## src/rtl/matrix_alu_seq.sv

```systemverilog
// Sequential matrix ALU: latches operands on start, then walks one element
// (or one multiply-accumulate term) per cycle before a single-cycle FINISH.
module matrix_alu_seq #(
   parameter int DATA_W = 8,
   parameter int MAX_N  = 5
) (
   input  logic                            clock,
   input  logic                            reset,
   input  logic                            start,
   input  logic [2:0]                      opcode,
   input  logic [2:0]                      matrix_size,
   input  logic [MAX_N*MAX_N*DATA_W-1:0]   A_flat,
   input  logic [MAX_N*MAX_N*DATA_W-1:0]   B_flat,
   input  logic [DATA_W-1:0]               scalar,
   output logic [MAX_N*MAX_N*DATA_W-1:0]   C_flat,
   output logic                            busy,
   output logic                            done,
   output logic                            overflow_flag,
   output logic                            error,
   output logic [1:0]                      state_dbg
);

   localparam int FW    = MAX_N * MAX_N * DATA_W;
   localparam int ACC_W = 2 * DATA_W + $clog2(MAX_N);

   localparam logic [2:0] OP_ADD = 3'b001;
   localparam logic [2:0] OP_SUB = 3'b010;
   localparam logic [2:0] OP_MUL = 3'b011;
   localparam logic [2:0] OP_NEG = 3'b100;
   localparam logic [2:0] OP_TRN = 3'b101;
   localparam logic [2:0] OP_SCL = 3'b110;

   typedef enum logic [1:0] {IDLE = 2'd0, RUN = 2'd1, FINISH = 2'd2} state_t;

   state_t                    state, state_nxt;
   logic [2:0]                op_q, n_q, n_m1;
   logic [FW-1:0]             a_q, b_q, res, res_nxt;
   logic [DATA_W-1:0]         s_q;
   logic [2:0]                row, col, k;
   logic signed [ACC_W-1:0]   acc, acc_nxt, full;
   logic                      ovf_q, elem_ovf, wr_en, last, invalid;
   logic signed [DATA_W-1:0]  a_rc, a_cr, b_rc, a_rk, b_kc;

   function automatic int idx(input logic [2:0] r, input logic [2:0] c);
      return int'(r) * MAX_N + int'(c);
   endfunction

   function automatic logic signed [ACC_W-1:0] sext(input logic [DATA_W-1:0] v);
      return {{(ACC_W-DATA_W){v[DATA_W-1]}}, v};
   endfunction

   assign invalid   = (opcode == 3'b000) || (opcode == 3'b111) ||
                      (matrix_size == 3'd0) || (int'(matrix_size) > MAX_N);
   assign n_m1      = n_q - 3'd1;
   assign a_rc      = a_q[idx(row, col)*DATA_W +: DATA_W];
   assign a_cr      = a_q[idx(col, row)*DATA_W +: DATA_W];
   assign b_rc      = b_q[idx(row, col)*DATA_W +: DATA_W];
   assign a_rk      = a_q[idx(row, k)*DATA_W +: DATA_W];
   assign b_kc      = b_q[idx(k, col)*DATA_W +: DATA_W];
   assign busy      = (state == RUN);
   assign done      = (state == FINISH);
   assign state_dbg = state;

   always_ff @(posedge clock) begin
      if (reset) state <= IDLE;
      else       state <= state_nxt;
   end

   always_comb begin
      state_nxt = state;
      case (state)
         IDLE:    if (start) state_nxt = invalid ? FINISH : RUN;
         RUN:     if (last)  state_nxt = FINISH;
         FINISH:  state_nxt = IDLE;
         default: state_nxt = IDLE;
      endcase
   end

   // Results are formed at full accumulator width so overflow can be seen
   // before truncation; multiply only writes on its last k term.
   always_comb begin
      acc_nxt = acc;
      full    = '0;
      wr_en   = 1'b1;
      case (op_q)
         OP_ADD: full = sext(a_rc) + sext(b_rc);
         OP_SUB: full = sext(a_rc) - sext(b_rc);
         OP_MUL: begin
            acc_nxt = acc + sext(a_rk) * sext(b_kc);
            full    = acc_nxt;
            wr_en   = (k == n_m1);
         end
         OP_NEG: full = -sext(a_rc);
         OP_TRN: full = sext(a_cr);
         OP_SCL: full = sext(a_rc) * sext(s_q);
         default: full = '0;
      endcase
      elem_ovf = wr_en && (full[ACC_W-1:DATA_W-1] != {(ACC_W-DATA_W+1){full[DATA_W-1]}});
      res_nxt  = res;
      if (wr_en) res_nxt[idx(row, col)*DATA_W +: DATA_W] = full[DATA_W-1:0];
      last     = wr_en && (row == n_m1) && (col == n_m1);
   end

   always_ff @(posedge clock) begin
      if (reset) begin
         op_q <= '0; n_q <= '0; a_q <= '0; b_q <= '0; s_q <= '0;
         row <= '0; col <= '0; k <= '0; acc <= '0; res <= '0; ovf_q <= 1'b0;
         C_flat <= '0; overflow_flag <= 1'b0; error <= 1'b0;
      end else begin
         case (state)
            IDLE: if (start) begin
               op_q <= opcode; n_q <= matrix_size;
               a_q <= A_flat; b_q <= B_flat; s_q <= scalar;
               row <= '0; col <= '0; k <= '0; acc <= '0; res <= '0; ovf_q <= 1'b0;
               overflow_flag <= 1'b0;
               error         <= invalid;
               if (invalid) C_flat <= '0;
            end
            RUN: begin
               res   <= res_nxt;
               ovf_q <= ovf_q | elem_ovf;
               acc   <= wr_en ? '0 : acc_nxt;
               if (wr_en) begin
                  k <= '0;
                  if (col == n_m1) begin
                     col <= '0;
                     row <= row + 3'd1;
                  end else begin
                     col <= col + 3'd1;
                  end
               end else begin
                  k <= k + 3'd1;
               end
               if (last) begin
                  C_flat        <= res_nxt;
                  overflow_flag <= ovf_q | elem_ovf;
               end
            end
            default: ;
         endcase
      end
   end

endmodule

```

## config.mk

```make
export PLATFORM = sky130hd
export DESIGN_NAME = matrix_alu_seq
export DESIGN_NICKNAME = d
export VERILOG_FILES = /design/src/rtl/matrix_alu_seq.sv
export SDC_FILE = /design/constraint.sdc
export NUM_CORES = 2
export LEC_CHECK = 0
export CELL_PAD_IN_SITES_DETAIL_PLACEMENT = 1
export CELL_PAD_IN_SITES_GLOBAL_PLACEMENT = 1
export CORE_MARGIN = 10
export CORE_UTILIZATION = 40
export DETAILED_ROUTE_END_ITERATION = 16
export DONT_BUFFER_PORTS = 1
export MAX_ROUTING_LAYER = met4
export PLACE_DENSITY_LB_ADDON = 0.1
export REMOVE_ABC_BUFFERS = 1
export SETUP_SLACK_MARGIN = 0.4
export SYNTH_ARGS = -nofsm -noshare
export SYNTH_HDL_FRONTEND = slang
export SYNTH_SLANG_ARGS = --single-unit
```

## constraint.sdc

```tcl
create_clock -name clock -period 19.94 [get_ports clock]
set_input_delay 3.988 -clock clock [delete_from_list [all_inputs] [get_ports clock]]
set_output_delay 3.988 -clock clock [all_outputs]
set_load 0.05 [all_outputs]
```

After elaboration in Yosys (flattened, before gate mapping)
Index checks and enable logic that the tools add are counted.
{"block": "word_totals", "register_bits": 847, "inputBits": 417, "output_inout_bits": 206, "elab_cells": 110}
{"block": "op_classes", "add_sub_neg": 13, "mul": 5, "magnitude_cmp": 1, "eq_ne": 19, "shift": 7, "n_mux": 31, "n_bitwise": 1, "n_reduce_logical": 18}
{"op": "$mux W200", "count": 5}
{"op": "$pmux W200 S2", "count": 2}
{"op": "$shiftx A200 B11 Y8", "count": 4}
{"op": "$bwmux W200", "count": 1}
{"op": "$shift A8 B33 Y200 const A", "count": 1}
{"op": "$shiftx A200 B32 Y8", "count": 1}
{"op": "$shiftx A8 B33 Y200", "count": 1}
{"op": "$pmux W19 S6", "count": 1}
{"op": "$mux W19", "count": 3}
{"op": "$pmux W19 S2", "count": 1}
{"op": "$neg A10 Y33", "count": 1}
{"op": "$mul A8 B8 Y16", "count": 2}
{"op": "$add A29 B4 Y29", "count": 1}
{"op": "$add A6 B3 Y7", "count": 3}
{"op": "$add A19 B16 Y19", "count": 1}
{"op": "$neg A8 Y19", "count": 1}
{"op": "$mul A3 B3 Y6 const B", "count": 3}
{"op": "$mux W3", "count": 6}
{"op": "$pmux W3 S2", "count": 3}
{"op": "$eq A3 B3 Y1 const B", "count": 4}
{"op": "$ne A11 B11 Y1", "count": 1}
{"op": "$add A3 B1 Y3 const B", "count": 3}
{"op": "$add A8 B8 Y9", "count": 1}
{"op": "$eq A3 B3 Y1", "count": 3}
{"op": "other kinds (23)", "count": 42}

Logic depth before layout (Yosys ltp)
{"block": "logic_depth", "depth_word": 11, "depth_mapped": 36}

Worst setup path before layout
No wires, ideal clock.
{"block": "synth_timing", "path_kind": "reg2reg", "startpoint": "register row[1]", "endpoint": "register overflow_flag", "arrival_ps": 9095, "t_required_ps": 19816, "slack_ps": 10721, "path_stages_with_launch": 29, "path_buffers": 3, "period_less_slack_ps": 9219, "path_cell_list": "dfxtp_1 -> buf_4 -> inv_1 -> fa_1 -> clkbuf_1 -> clkbuf_1 -> nor4b_1 -> a22oi_1 -> a211oi_1 -> and2_1 -> fa_1 -> fa_1 -> inv_1 -> fa_1 -> fa_1 -> fa_1 -> inv_1 -> ha_1 -> nand4_1 -> nand4_1 -> a31oi_1 -> a2bb2oi_1 -> a211oi_1 -> xor2_1 -> a211oi_1 -> a21oi_1 -> or4_1 -> a221oi_2 -> o21ai_1"}
{"block": "synth_between", "elab_chain_cells": 11}
{"element": "start: declaration", "line_no": "39", "rtl": "logic [2:0] row, col, k;"}
{"element": "start signal: assignment", "line_no": "127", "rtl": "row <= row + 3'd1;"}
{"element": "$mul A3 B3 Y6", "line_no": "45", "rtl": "return int'(r) * MAX_N + int'(c);"}
{"element": "$add A29 B4 Y29", "line_no": "45"}
{"element": "$shiftx A200 B32 Y8", "line_no": "58", "rtl": "assign a_rk = a_q[idx(row, k)*DATA_W +: DATA_W];"}
{"element": "$mul A8 B8 Y16", "line_no": "89", "rtl": "acc_nxt = acc + sext(a_rk) * sext(b_kc);"}
{"element": "$add A19 B16 Y19", "line_no": "89"}
{"element": "$pmux W19 S6", "line_no": "85", "rtl": "case (op_q)"}
{"element": "$ne A11 B11 Y1", "line_no": "98", "rtl": "elem_ovf = wr_en && (full[ACC_W-1:DATA_W-1] != {(ACC_W-DATA_W+1){full[DATA_W-1]}});"}
{"element": "$logic_and A1 B1 Y1", "line_no": "98"}
{"element": "$or A1 B1 Y1", "line_no": "136", "rtl": "overflow_flag <= ovf_q | elem_ovf;"}
{"element": "$mux W1", "line_no": "134", "rtl": "if (last) begin"}
{"element": "$pmux W1 S2", "line_no": "110", "rtl": "case (state)"}
{"element": "end signal: assignment", "line_no": "136"}
{"element": "end: declaration", "line_no": "18", "rtl": "output logic overflow_flag,"}
Several ways; a longest one is shown, not always the timed one. The select of a mux whose other input is x is not followed.
A chain may end at the register's enable or synchronous reset.

Worst setup path in the final report
{"block": "layout_timing", "startpoint": "register row[1]", "endpoint": "register ovf_q"}
{"block": "layout_between", "elab_chain_cells": 10}
{"element": "$mul A3 B3 Y6", "line_no": "45"}
{"element": "$add A29 B4 Y29", "line_no": "45"}
{"element": "$shiftx A200 B32 Y8", "line_no": "58"}
{"element": "$mul A8 B8 Y16", "line_no": "89"}
{"element": "$add A19 B16 Y19", "line_no": "89"}
{"element": "$pmux W19 S6 *", "line_no": "85"}
{"element": "$ne A11 B11 Y1 *", "line_no": "98"}
{"element": "$logic_and A1 B1 Y1 *", "line_no": "98"}
{"element": "$or A1 B1 Y1 *", "line_no": "121", "rtl": "ovf_q <= ovf_q | elem_ovf;"}
{"element": "$pmux W1 S2 *", "line_no": "110"}
{"element": "end signal: assignment", "line_no": "121"}
{"element": "end: declaration", "line_no": "41", "rtl": "logic ovf_q, elem_ovf, wr_en, last, invalid;"}
Mark *: on every way between the ends. The rest lies on a longest branch, timed or not.

==> flow_summary.yaml <==
worst_hold_path:
  worstHoldEndpoint: "res[93]$_SDFFE_PP0P_"
  min_path_cells: 2
  hold_class: "reg2reg"
  min_from: "res[93]$_SDFFE_PP0P_"
floorplanning:
  num_rows: 125
  fp.dieH_um: 361
  coreArea_sq_um: 116000
  fp.dieW_um: 361
  die-area_sq_um: 131000
  start_util: 0.402
  io_pins: 623
power:
  swShare: 0.304
  p_per_area_nw_per_um2: 87.0
  peakVddDrop_uv: 67.4
  pwr-share-seq: 0.412
  p_sw_mw: 1.35
  pwr-share-clk: 0.417
  power_frac_comb: 0.171
  leakage_nw: 19.1
  p_int_mw: 3.10
  power.total_mw: 4.45
timing:
  setup_tns_ns: 0
  final_hold_viol_count: 0
  grt_setup_unrepaired: "false"
  slew_viol_final: 89
  fin_skew_ns: 0.0470
  relSlewSlack: -0.0455
  period_needed_ns: 11.26
  tightest_slew_ns: 1.57
  max_freq_ghz: 0.0888
  finalCritPeriodShare: 0.564
  finalWorstSetupSlack_ns: 8.68
  setup_viol_count_final: 0
cts:
  cts_tree: "done"
  clockBufferDepth: 3
  cts_resized: 0
  clock_latency_ns: 0.71
  holdBufCountCts: 0
  htree_levels: 3
  clock-sinks: 847
  cts.clk_slew.worst_paths_ns: 0.06
  cts_root_buf: "clkbuf_16"
  cts_buffers: 99
  cts_setup_buffers: 0
critical_path:
  critical_path_class: "reg2reg"
  reg2reg_depth: 31
  start_kind: "register"
  regToRegSetupSlack_ns: 8.68
  cp_slowest_cell: "fa_4"
  critical_path.endpoint_type: "register"
  r2r-end: "ovf_q$_SDFFE_PP0P_"
  cp.required_ns: 20.49
  crit_fanout: 55
  slowest_delay_ns: 1.41
  critPathArrivalTime_ns: 11.81
  crit_top_cell: "inv_1"
  r2r_start: "row[1]$_SDFFE_PP0P_"
logic_synthesis:
  yosysTopAreaCell: "dfxtp_1"
  ys_types: 80
  synthCells: 5548
  yosysSeqAreaShare: 0.364
  yosys-top-cells-area: "dfxtp_1 (36%), nand2_1 (12%), mux4_2 (10%)"
  synth.top_cell.area_share: 0.364
  syn_avg_cell_area_sq_um: 8.41
  synth_edf_count: 0
  async_flop_share: 0
  netlist_area_sq_um: 46600
  synth_ff_type: "dfxtp_1"
  yosys_warnings: 0
  ys_ff_latch: 847
placed_design:
  port_buffers: 0
  place_ws_ns: 8.71
  dp_cells: 6751
  place_congestion: 0.881
  hpwl_um: 130000
route:
  vias_per_cell: 5.79
  drtAntennaViolNets: 0
  drc: 0
  vias: 40200
  routed_wl_um: 182000
  first_pass_iters: 5
  drt_iter0_drc: 3036
  routedWlPerCell_um: 26.2
status:
  status: "finished, violations left"
  violations: "slew limit"
global_route:
  grt_max_degree: 710
  gr-usage-met1: 0.345
  grt_pass1_vias: 41200
  grt-busiest-layer: "met2"
  met3_usage: 0.0617
  grt_antenna_before_repair: 15
  grt-ovfl-total: 0
  met2_usage: 0.444
  track_usage: 0.277
  grt_pass1_wl_um: 271000
cells_and_area:
  area_delta_synth_final_pct: 9.81
  nets: 6013
  final_common_cell: "nand2_1"
  final_util: 0.441
  drive_above_1_share: 0.0989
  layout_common_cells: "nand2_1 (1,456), dfxtp_1 (847), a21oi_1 (675)"
  final_cells: 6946
run:
  cap_violations: 0
## worst max path at each step
stage / from / end / slack, ns / cells after the start
2_1_floorplan: start / a_q[0]$_SDFFE_PP0P_ / 2.93 / 4
3_5_place_dp: row[1]$_SDFFE_PP0P_ / overflow_flag$_SDFFE_PP0P_ / 8.71 / 31
3_3_place_gp: row[1]$_SDFFE_PP0P_ / overflow_flag$_SDFFE_PP0P_ / 8.85 / 31
4_1_cts: row[1]$_SDFFE_PP0P_ / overflow_flag$_SDFFE_PP0P_ / 8.66 / 31
6_report: row[1]$_SDFFE_PP0P_ / ovf_q$_SDFFE_PP0P_ / 8.68 / 31
5_1_grt: row[1]$_SDFFE_PP0P_ / ovf_q$_SDFFE_PP0P_ / 7.98 / 31
## sequential cells by signal (all words and copies together) (netlist names), 2 cells and up
signal     cells
res          200
k              3
b_q          200
op_q           3
state_dbg      2
acc           19
C_flat       200
a_q          200
n_q            3
row            3
col            3
s_q            8
## through the flow
step | hold slack [ns] | instance area [sq um]
after floorplan | 0.424 | 45100
after global placement | 0.433 | 47900
after detailed placement | 0.443 | 47900
after CTS | 0.453 | 51200
after global routing | 0.478 | 51200
final | 0.452 | 51200
## worst max-delay path: cells and delay by family, from the launching register on
kind / cells / cell delay, ns
compound gates: 12 / 2.82
xor+xnor: 1 / 0.24
flops: 1 / 0.65
mux: 1 / 0.43
fa+ha+maj: 6 / 3.77
buf+inv: 7 / 1.62
simple gates: 4 / 1.55
## metal layers
metal | share of wire | wire length (um) | vias to the layer above
met5 | 0 | 0 | -
met4 | 0.030 | 5470 | 0
met3 | 0.067 | 12200 | 243
met2 | 0.48 | 86700 | 1139
met1 | 0.43 | 77800 | 20200
li1 | - | - | 18600
## logic make-up after synthesis
group                      after synthesis  synth area share
DFF                                    847             0.364
xor gates and xnor gates                72            0.0139
and+or+nand+nor                       2163             0.190
muxes                                  328             0.130
adders and majority gates              268            0.0954
buffers and inverters                  630            0.0524
AOI/OAI and AO/OA                     1240             0.155
## cell usage after synthesis (27+ instances only)
cell	n
a211oi_1	27
a21oi_1	675
a22oi_1	96
a32oi_1	30
and2_1	70
buf_1	59
clkbuf_1	314
dfxtp_1	847
fa_1	146
ha_1	122
inv_1	233
mux2_2	31
mux2i_1	81
mux4_2	209
nand2_1	1458
nand3_1	116
nor2_1	332
nor3_1	68
o21ai_0	238
xnor2_1	45
## power groups by stage
stage               Clock (mW)  Sequential (mW)  Combinational (mW)
floorplan                    0             1.84               0.543
global placement             0             1.86               0.753
detailed placement           0             1.87               0.762
CTS                       1.89             1.83               0.765
global route              1.97             1.84               0.833
finish                    1.86             1.83               0.762
## final cells by class
cell class,instances,area [sq um]
fill,13600,64800
multi-input combinational,4071,27500
tap,1524,1910
clock inverter,29,310
timing repair buffer,76,596
inverter,233,877
antenna,12,30.0
sequential,847,17000
clock buffer,154,3020
(Power assumes the default switching activity.)
